==> src/rtl/multicycle_addsub.sv <==
// Sequential add/subtract/compare unit.
// Operands are accepted through a valid/ready handshake. One SLICE_WIDTH
// slice is summed per cycle with a registered carry. The result is held
// until the downstream side takes it.
//
// state | meaning
// IDLE  | ready for a new operation; i_ready=1
// BUSY  | summing one slice per cycle, LSB slice first
// DONE  | result valid; held until o_ready
module multicycle_addsub #(
  parameter int DATA_WIDTH  = 32,
  parameter int SLICE_WIDTH = 8
) (
  input  logic                  clk,
  input  logic                  rst_n,
  input  logic                  i_valid,
  output logic                  i_ready,
  input  logic [1:0]            i_op,
  input  logic [DATA_WIDTH-1:0] i_a,
  input  logic [DATA_WIDTH-1:0] i_b,
  output logic                  o_valid,
  input  logic                  o_ready,
  output logic [DATA_WIDTH-1:0] o_y,
  output logic                  o_cout,
  output logic                  o_lt
);

  localparam int NSLICES = DATA_WIDTH / SLICE_WIDTH;
  localparam int IDXW    = (NSLICES > 1) ? $clog2(NSLICES) : 1;
  localparam logic [IDXW-1:0] LAST_IDX = IDXW'(NSLICES - 1);

  typedef enum logic [1:0] {IDLE, BUSY, DONE} state_t;

  state_t                  state_q;
  logic [DATA_WIDTH-1:0]   a_q;
  logic [DATA_WIDTH-1:0]   b_q;     // B for add, ~B for every other op
  logic [1:0]              op_q;
  logic                    carry_q;
  logic [IDXW-1:0]         idx_q;
  logic [DATA_WIDTH-1:0]   y_q;
  logic                    cout_q;
  logic                    lt_q;
  logic                    valid_q;

  logic [SLICE_WIDTH:0]    slice_sum_d;
  logic                    lt_d;
  int                      slice_base;

  // Sum of the current slice (carry in from the register) and the A<B flag
  // that applies if this slice is the last one.
  always_comb begin
    slice_base  = int'(idx_q) * SLICE_WIDTH;
    slice_sum_d = {1'b0, a_q[slice_base +: SLICE_WIDTH]}
                + {1'b0, b_q[slice_base +: SLICE_WIDTH]}
                + {{SLICE_WIDTH{1'b0}}, carry_q};
    // The signed case uses ~B's MSB, which is what b_q already holds.
    // Its value is bit DATA_WIDTH of the sign-extended difference.
    case (op_q)
      2'b00:   lt_d = 1'b0;
      2'b11:   lt_d = a_q[DATA_WIDTH-1] ^ b_q[DATA_WIDTH-1] ^ slice_sum_d[SLICE_WIDTH];
      default: lt_d = ~slice_sum_d[SLICE_WIDTH];
    endcase
  end

  // Control FSM, operand latch, slice-by-slice result and registered outputs.
  always_ff @(posedge clk or negedge rst_n) begin
    if (!rst_n) begin
      state_q <= IDLE;
      a_q     <= '0;
      b_q     <= '0;
      op_q    <= 2'b00;
      carry_q <= 1'b0;
      idx_q   <= '0;
      y_q     <= '0;
      cout_q  <= 1'b0;
      lt_q    <= 1'b0;
      valid_q <= 1'b0;
    end else begin
      case (state_q)
        IDLE: begin
          if (i_valid) begin
            a_q     <= i_a;
            b_q     <= (i_op == 2'b00) ? i_b : ~i_b;
            op_q    <= i_op;
            carry_q <= (i_op != 2'b00);
            idx_q   <= '0;
            state_q <= BUSY;
          end
        end
        BUSY: begin
          y_q[slice_base +: SLICE_WIDTH] <= slice_sum_d[SLICE_WIDTH-1:0];
          carry_q <= slice_sum_d[SLICE_WIDTH];
          if (idx_q == LAST_IDX) begin
            cout_q  <= slice_sum_d[SLICE_WIDTH];
            lt_q    <= lt_d;
            valid_q <= 1'b1;
            idx_q   <= '0;
            state_q <= DONE;
          end else begin
            idx_q <= idx_q + IDXW'(1);
          end
        end
        DONE: begin
          if (o_ready) begin
            valid_q <= 1'b0;
            state_q <= IDLE;
          end
        end
        default: state_q <= IDLE;
      endcase
    end
  end

  assign i_ready = (state_q == IDLE);
  assign o_valid = valid_q;
  assign o_y     = y_q;
  assign o_cout  = cout_q;
  assign o_lt    = lt_q;

endmodule

==> config.mk <==
export PLATFORM = sky130hd
export DESIGN_NAME = multicycle_addsub
export DESIGN_NICKNAME = d
export VERILOG_FILES = /design/src/rtl/multicycle_addsub.sv
export SDC_FILE = /design/constraint.sdc
export NUM_CORES = 1
export LEC_CHECK = 0
export BUFFER_PORTS_ARGS = -buffer_cell sky130_fd_sc_hd__buf_2
export CORE_UTILIZATION = 55
export CTS_CLUSTER_SIZE = 30
export DETAILED_ROUTE_END_ITERATION = 7
export PLACE_DENSITY_LB_ADDON = 0.08
export SKIP_LAST_GASP = 1
export SYNTH_ARGS = -nofsm -noshare
export SYNTH_HDL_FRONTEND = slang
export SYNTH_SLANG_ARGS = --single-unit
==> constraint.sdc <==
create_clock -name clk -period 3.9 [get_ports clk]
set_input_delay 0.39 -clock clk [delete_from_list [all_inputs] [get_ports clk]]
set_output_delay 0.39 -clock clk [all_outputs]
set_load 0.01 [all_outputs]
# Word-level counts from Yosys, hierarchy flattened
# Index checks and enable logic that the tools add are counted.
# totals
register_bits	106
input_bits	70
out_inout_bits	36
elab_cells	55
# classes
addsub	4
n_eq_ne	7
shift	4
n_mux	15
n_bitwise	4
reduce_logical	11
# ops
cell	n
variable part select 32 x 6 -> 8 bit	2
negation 5 -> 33 bit	1
variable shift 8 x 33 -> 32 bit (first input constant)	1
variable part select 8 x 33 -> 32 bit	1
bitwise mux 32 bit	1
two-way mux 32 bit	1
NOT 32 bit	1
two-way mux 2 bit	5
adder 8 x 8 -> 9 bit	1
adder 9 x 1 -> 9 bit	1
== test 2 bit (second input constant)	3
logical NOT 2 bit	3
!= test 2 bit (second input constant)	3
case mux 1 bit (2 select lines)	3
case mux 2 bit (3 select lines)	1
AND reduction 2 bit	3
AND reduction 3 bit	2
nonzero test 2 bit	3
case mux 2 bit (2 select lines)	1
two-way mux 1 bit	3
adder 2 x 1 -> 2 bit (second input constant)	1
== test 2 x 1 -> 1 bit (second input constant)	1
XOR 1 bit	2
NOT 1 bit	1

# Logic depth before layout (Yosys ltp)
# logic_depth
depth_word	5
mapped_depth	11
ltp_nobuf	9

# Worst setup path before layout
# Ideal clock, no wire load.
# synth_path
path_type	reg2reg
start	register idx_q[1]
end	register lt_q (netlist: o_lt)
setup_ns	0.065
arrival_time_ns	2.745
required_ns	3.835
path_slack_ns	1.090
path_stages_with_launch	12
path_buffers	2
period_less_slack_ns	2.810
path_cell_list	dfrtp_1 clkbuf_1 buf_2 mux4_2 fa_1 inv_1 fa_1 nand2b_1 a211oi_2 nor2_1 o41ai_1 mux2_2
# synth_between
elab_chain_cells	5
elab_cells_between_ends	9
cone_classes	2 x add/sub; 1 x eq/ne; 2 x shift; 1 x mux; 2 x bitwise; 1 x reduce/logical
# synth_lines
element	line	text
start: declaration	39	logic [IDXW-1:0] idx_q;
start signal: assignment	100	idx_q <= idx_q + IDXW'(1);
variable part select 32 x 6 -> 8 bit, on equally long branches	53, 54	
adder 8 x 8 -> 9 bit	54	+ {1'b0, b_q[slice_base +: SLICE_WIDTH]}
adder 9 x 1 -> 9 bit	55	+ {{SLICE_WIDTH{1'b0}}, carry_q};
XOR 1 bit / NOT 1 bit (equally long branches)	60, 61	
case mux 1 bit (2 select lines)	58	case (op_q)
end signal: assignment	95	lt_q <= lt_d;
end: declaration	42	logic lt_q;
# Several ways; a longest one is shown, not always the timed one.
# A chain may end at the register's enable or synchronous reset.

# Worst setup path after layout
# layout_path
start	register idx_q[0]
end	register y_q[31] (netlist: o_y[31])
# layout_between
elab_chain_cells	5
elab_cells_between_ends	8
cone_classes	3 x add/sub; 4 x shift; 1 x mux
# layout_lines
element	line	text
variable part select 32 x 6 -> 8 bit, on equally long branches	53, 54	
adder 8 x 8 -> 9 bit	54	
adder 9 x 1 -> 9 bit	55	
variable part select 8 x 33 -> 32 bit	91	y_q[slice_base +: SLICE_WIDTH] <= slice_sum_d[SLICE_WIDTH-1:0];
bitwise mux 32 bit *	91	
end signal: indexed assignment	91	
end: declaration	40	logic [DATA_WIDTH-1:0] y_q;
# Every way passes the cells marked *; elsewhere a longest branch is shown, timed or not.

==> run metrics <==
outcome completed; grt ovf 0; Worst Setup Path Type register to register; largest net degree at the start of global routing 78; total power 0.00552 W; # fillers 728; synth warn 0; synth top area cells dfrtp_1 51%, mux2_4 9.8%, mux4_2 6.9%; Pre-Repair DR Iteration Count 5; FF+latch area 2650 um^2; CTS Sinks 106; CP startpoint idx_q[0]; vias in the first global route 3392; final wirelength 10.5 mm; top cell type's share of synthesized area 50.8%; HPWL Detailed 7.76 mm; Min-Delay Path Class input port to asynchronous set/reset pin; Worst Setup Start Kind register; Vias/cell 5.45; P&R area growth vs syn 14.8%; Post-CTS Resized 0; syn_area_per_cell 12.6 um^2; Setup Fix Bufs, Post-CTS 0; clock network power share 12.9%; IO buf count 105; Fmax 0.312 GHz; Critical R2R Launch idx_q[0]; RSZ-0062 raised after global routing false; Setup Skew 0.0125 ns; Hold Vio Cnt, Final 0; Die W 99.4 um; Core Rows 35; die area 9880 um^2; CTS root buf clkbuf_8; via count 3417; pre-CTS setup slack 0.660 ns; Required @ worst endpoint 4.20 ns; Yosys reg bits 106; cell area power density 921 nW/um^2; Core ar. 9200 um^2; arrival time at the worst endpoint 3.51 ns; Detailed Route Iter0 Violations 134; Setup WS post-layout 0.695 ns; first-pass GRT wire length 17.2 mm; worst slew pin tran 1.03 ns; Final Max Tran Viols 0; worst-path fanout max 16; Lkg Pwr 3.05 nW; gr usage total 22.8%; Routed Antenna Nets 0; Chip Height 99.4 um; final cycle utilization of the critical path 82.2%; layout cell share with drive strength beyond 1 36.2%; register share of total power 34.7%; max_slew headroom 31.3%; cell count after synthesis 413; total I/O pin count 106; setup TNS 0 ns; Distinct cells, synth 37; NetSw 0.00226 W; clk slew on worst S/H paths 0.10 ns; Clock Tree Buf Depth 2; CP endpoint kind register; fin area 5990 um^2; multi-input logic area 2390 um^2; worst IR drop on VDD 0.388 mV; cts hold-fix bufs 0; post-route DRC violation count 0; detail-routed net length per standard cell 16.7 um; combinational power share 52.4%; final setup fails 0; number of CTS-inserted buffers 9; Post-DP Area 5790 um^2; # diodes 0; Final Wtd Congestion 0.888; clock latency on the worst-skew pair 0.37 ns; Seq/Total Area, Yosys 50.8%; Starting Density 56.7%; CTS H-tree depth 3; P_int 0.00325 W; area of the mapped netlist 5220 um^2; initial antenna violation count 0; minimum clock period after layout 3.20 ns; Final #Nets 599; CTS tree yes; Core Util, Final 65.1%; Syn Nets 499; Max Cap Viol 0; cell taking the most area after synthesis dfrtp_1; switch share 41.1%
==> synthesized netlist by cell type <==
| master | instances |
|---|---|
| dfrtp_1 | 106 |
| nand2_1 | 51 |
| o21ai_0 | 45 |
| xor2_1 | 37 |
| mux2_4 | 34 |
| a22o_1 | 26 |
| mux4_2 | 16 |
| ha_1 | 14 |
| nor2_1 | 12 |
| inv_1 | 9 |
| buf_6 | 8 |
| a21oi_1 | 7 |
| buf_2 | 7 |
| clkbuf_1 | 6 |
| nand2_2 | 4 |
| nand4_1 | 4 |
| nor2_2 | 3 |
| a31oi_1 | 2 |
| fa_1 | 2 |
| nand2b_1 | 2 |
| xnor2_1 | 2 |
| a211o_1 | 1 |
| a211oi_2 | 1 |
| a21o_1 | 1 |
| a22oi_1 | 1 |
| and2b_1 | 1 |
| mux2_2 | 1 |
| nand2b_4 | 1 |
| nor3_1 | 1 |
| nor4_2 | 1 |
| o211a_1 | 1 |
| o21a_1 | 1 |
| o21ai_1 | 1 |
| o21bai_1 | 1 |
| o41ai_1 | 1 |
| or2_1 | 1 |
| or4_1 | 1 |
==> final cells by class <==
cell class / instances / area share (%)
Tap cell: 111 / 2.32
Timing Repair Buffer: 110 / 9.44
Clock buffer: 9 / 2.07
Multi-Input combinational cell: 277 / 40.0
Clock inverter: 5 / 1.36
Sequential cell: 106 / 44.3
Inverter: 9 / 0.564
==> routing by layer <==
layer,part of all wire [%],up-vias,GRT usage [%]
met5,0,-,0
met4,1.9,0,8.26
met3,4.3,15,3.37
met2,46,98,35.6
met1,48,1643,32.8
li1,-,1661,-
==> power by group through the flow <==
stage / combinational (W) / sequential [W] / clock, W
floorplan: 0.00223 / 0.00183 / 0
global placement: 0.00279 / 0.00193 / 0
detailed placement: 0.00289 / 0.00193 / 0
CTS: 0.00290 / 0.00192 / 0.000726
global route: 0.00320 / 0.00197 / 0.000758
finish: 0.00289 / 0.00192 / 0.000712
==> cell usage in the layout (no fill, tap or decap), types with 7 or more instances in the layout <==
master / n
dfrtp_1: 106
nor2_1: 11
a21oi_1: 7
a22o_1: 26
clkbuf_8: 9
mux2_4: 34
nand2_1: 51
inv_1: 9
o21ai_0: 45
ha_1: 14
mux4_2: 16
buf_2: 104
xor2_1: 37
==> final timing paths <==
kind,endpoint,slack (ns),cells past startpoint
min in group clk,a_q[9],0.24,2
worst min-delay path,a_q[0],0.16,1
worst max-delay path,o_y[31],0.70,8
worst max register to register,o_y[31],0.70,8
worst min register to register,o_y[9],0.49,2
max in group asynchronous,b_q[29],2.79,2
==> cells by family after synthesis <==
| logic type | Yosys count | synth area share, % |
|---|---|---|
| flops | 106 | 50.8 |
| xor+xnor | 39 | 6.55 |
| compound gates | 89 | 11.0 |
| fa+ha+maj | 16 | 4.12 |
| simple gates | 82 | 7.10 |
| mux | 51 | 16.9 |
| buf+inv | 30 | 3.48 |
==> critical path, cell delays in order (launching register included) <==
cell and delay, ns:
dfrtp_1 0.73, buf_4 0.37, mux4_2 0.57, ha_1 0.30
a21o_1 0.19, o21ai_0 0.29, a31oi_1 0.16, xor2_1 0.33
a22o_1 0.19
==> sequential cells by signal (all words and copies together), names as in the netlist <==
name / cells
a_q: 32
o_cout: 1
state_q: 2
o_y: 32
carry_q: 1
o_lt: 1
b_q: 32
idx_q: 2
op_q: 2
o_valid: 1
==> per-stage QoR <==
step | hold WS (ns) | instances
floorplan | 0.0944 | 413
global placement | 0.462 | 613
detailed placement | 0.471 | 613
CTS | 0.198 | 627
global route | 0.232 | 627
finish | 0.157 | 627
(Power assumes the default switching activity.)
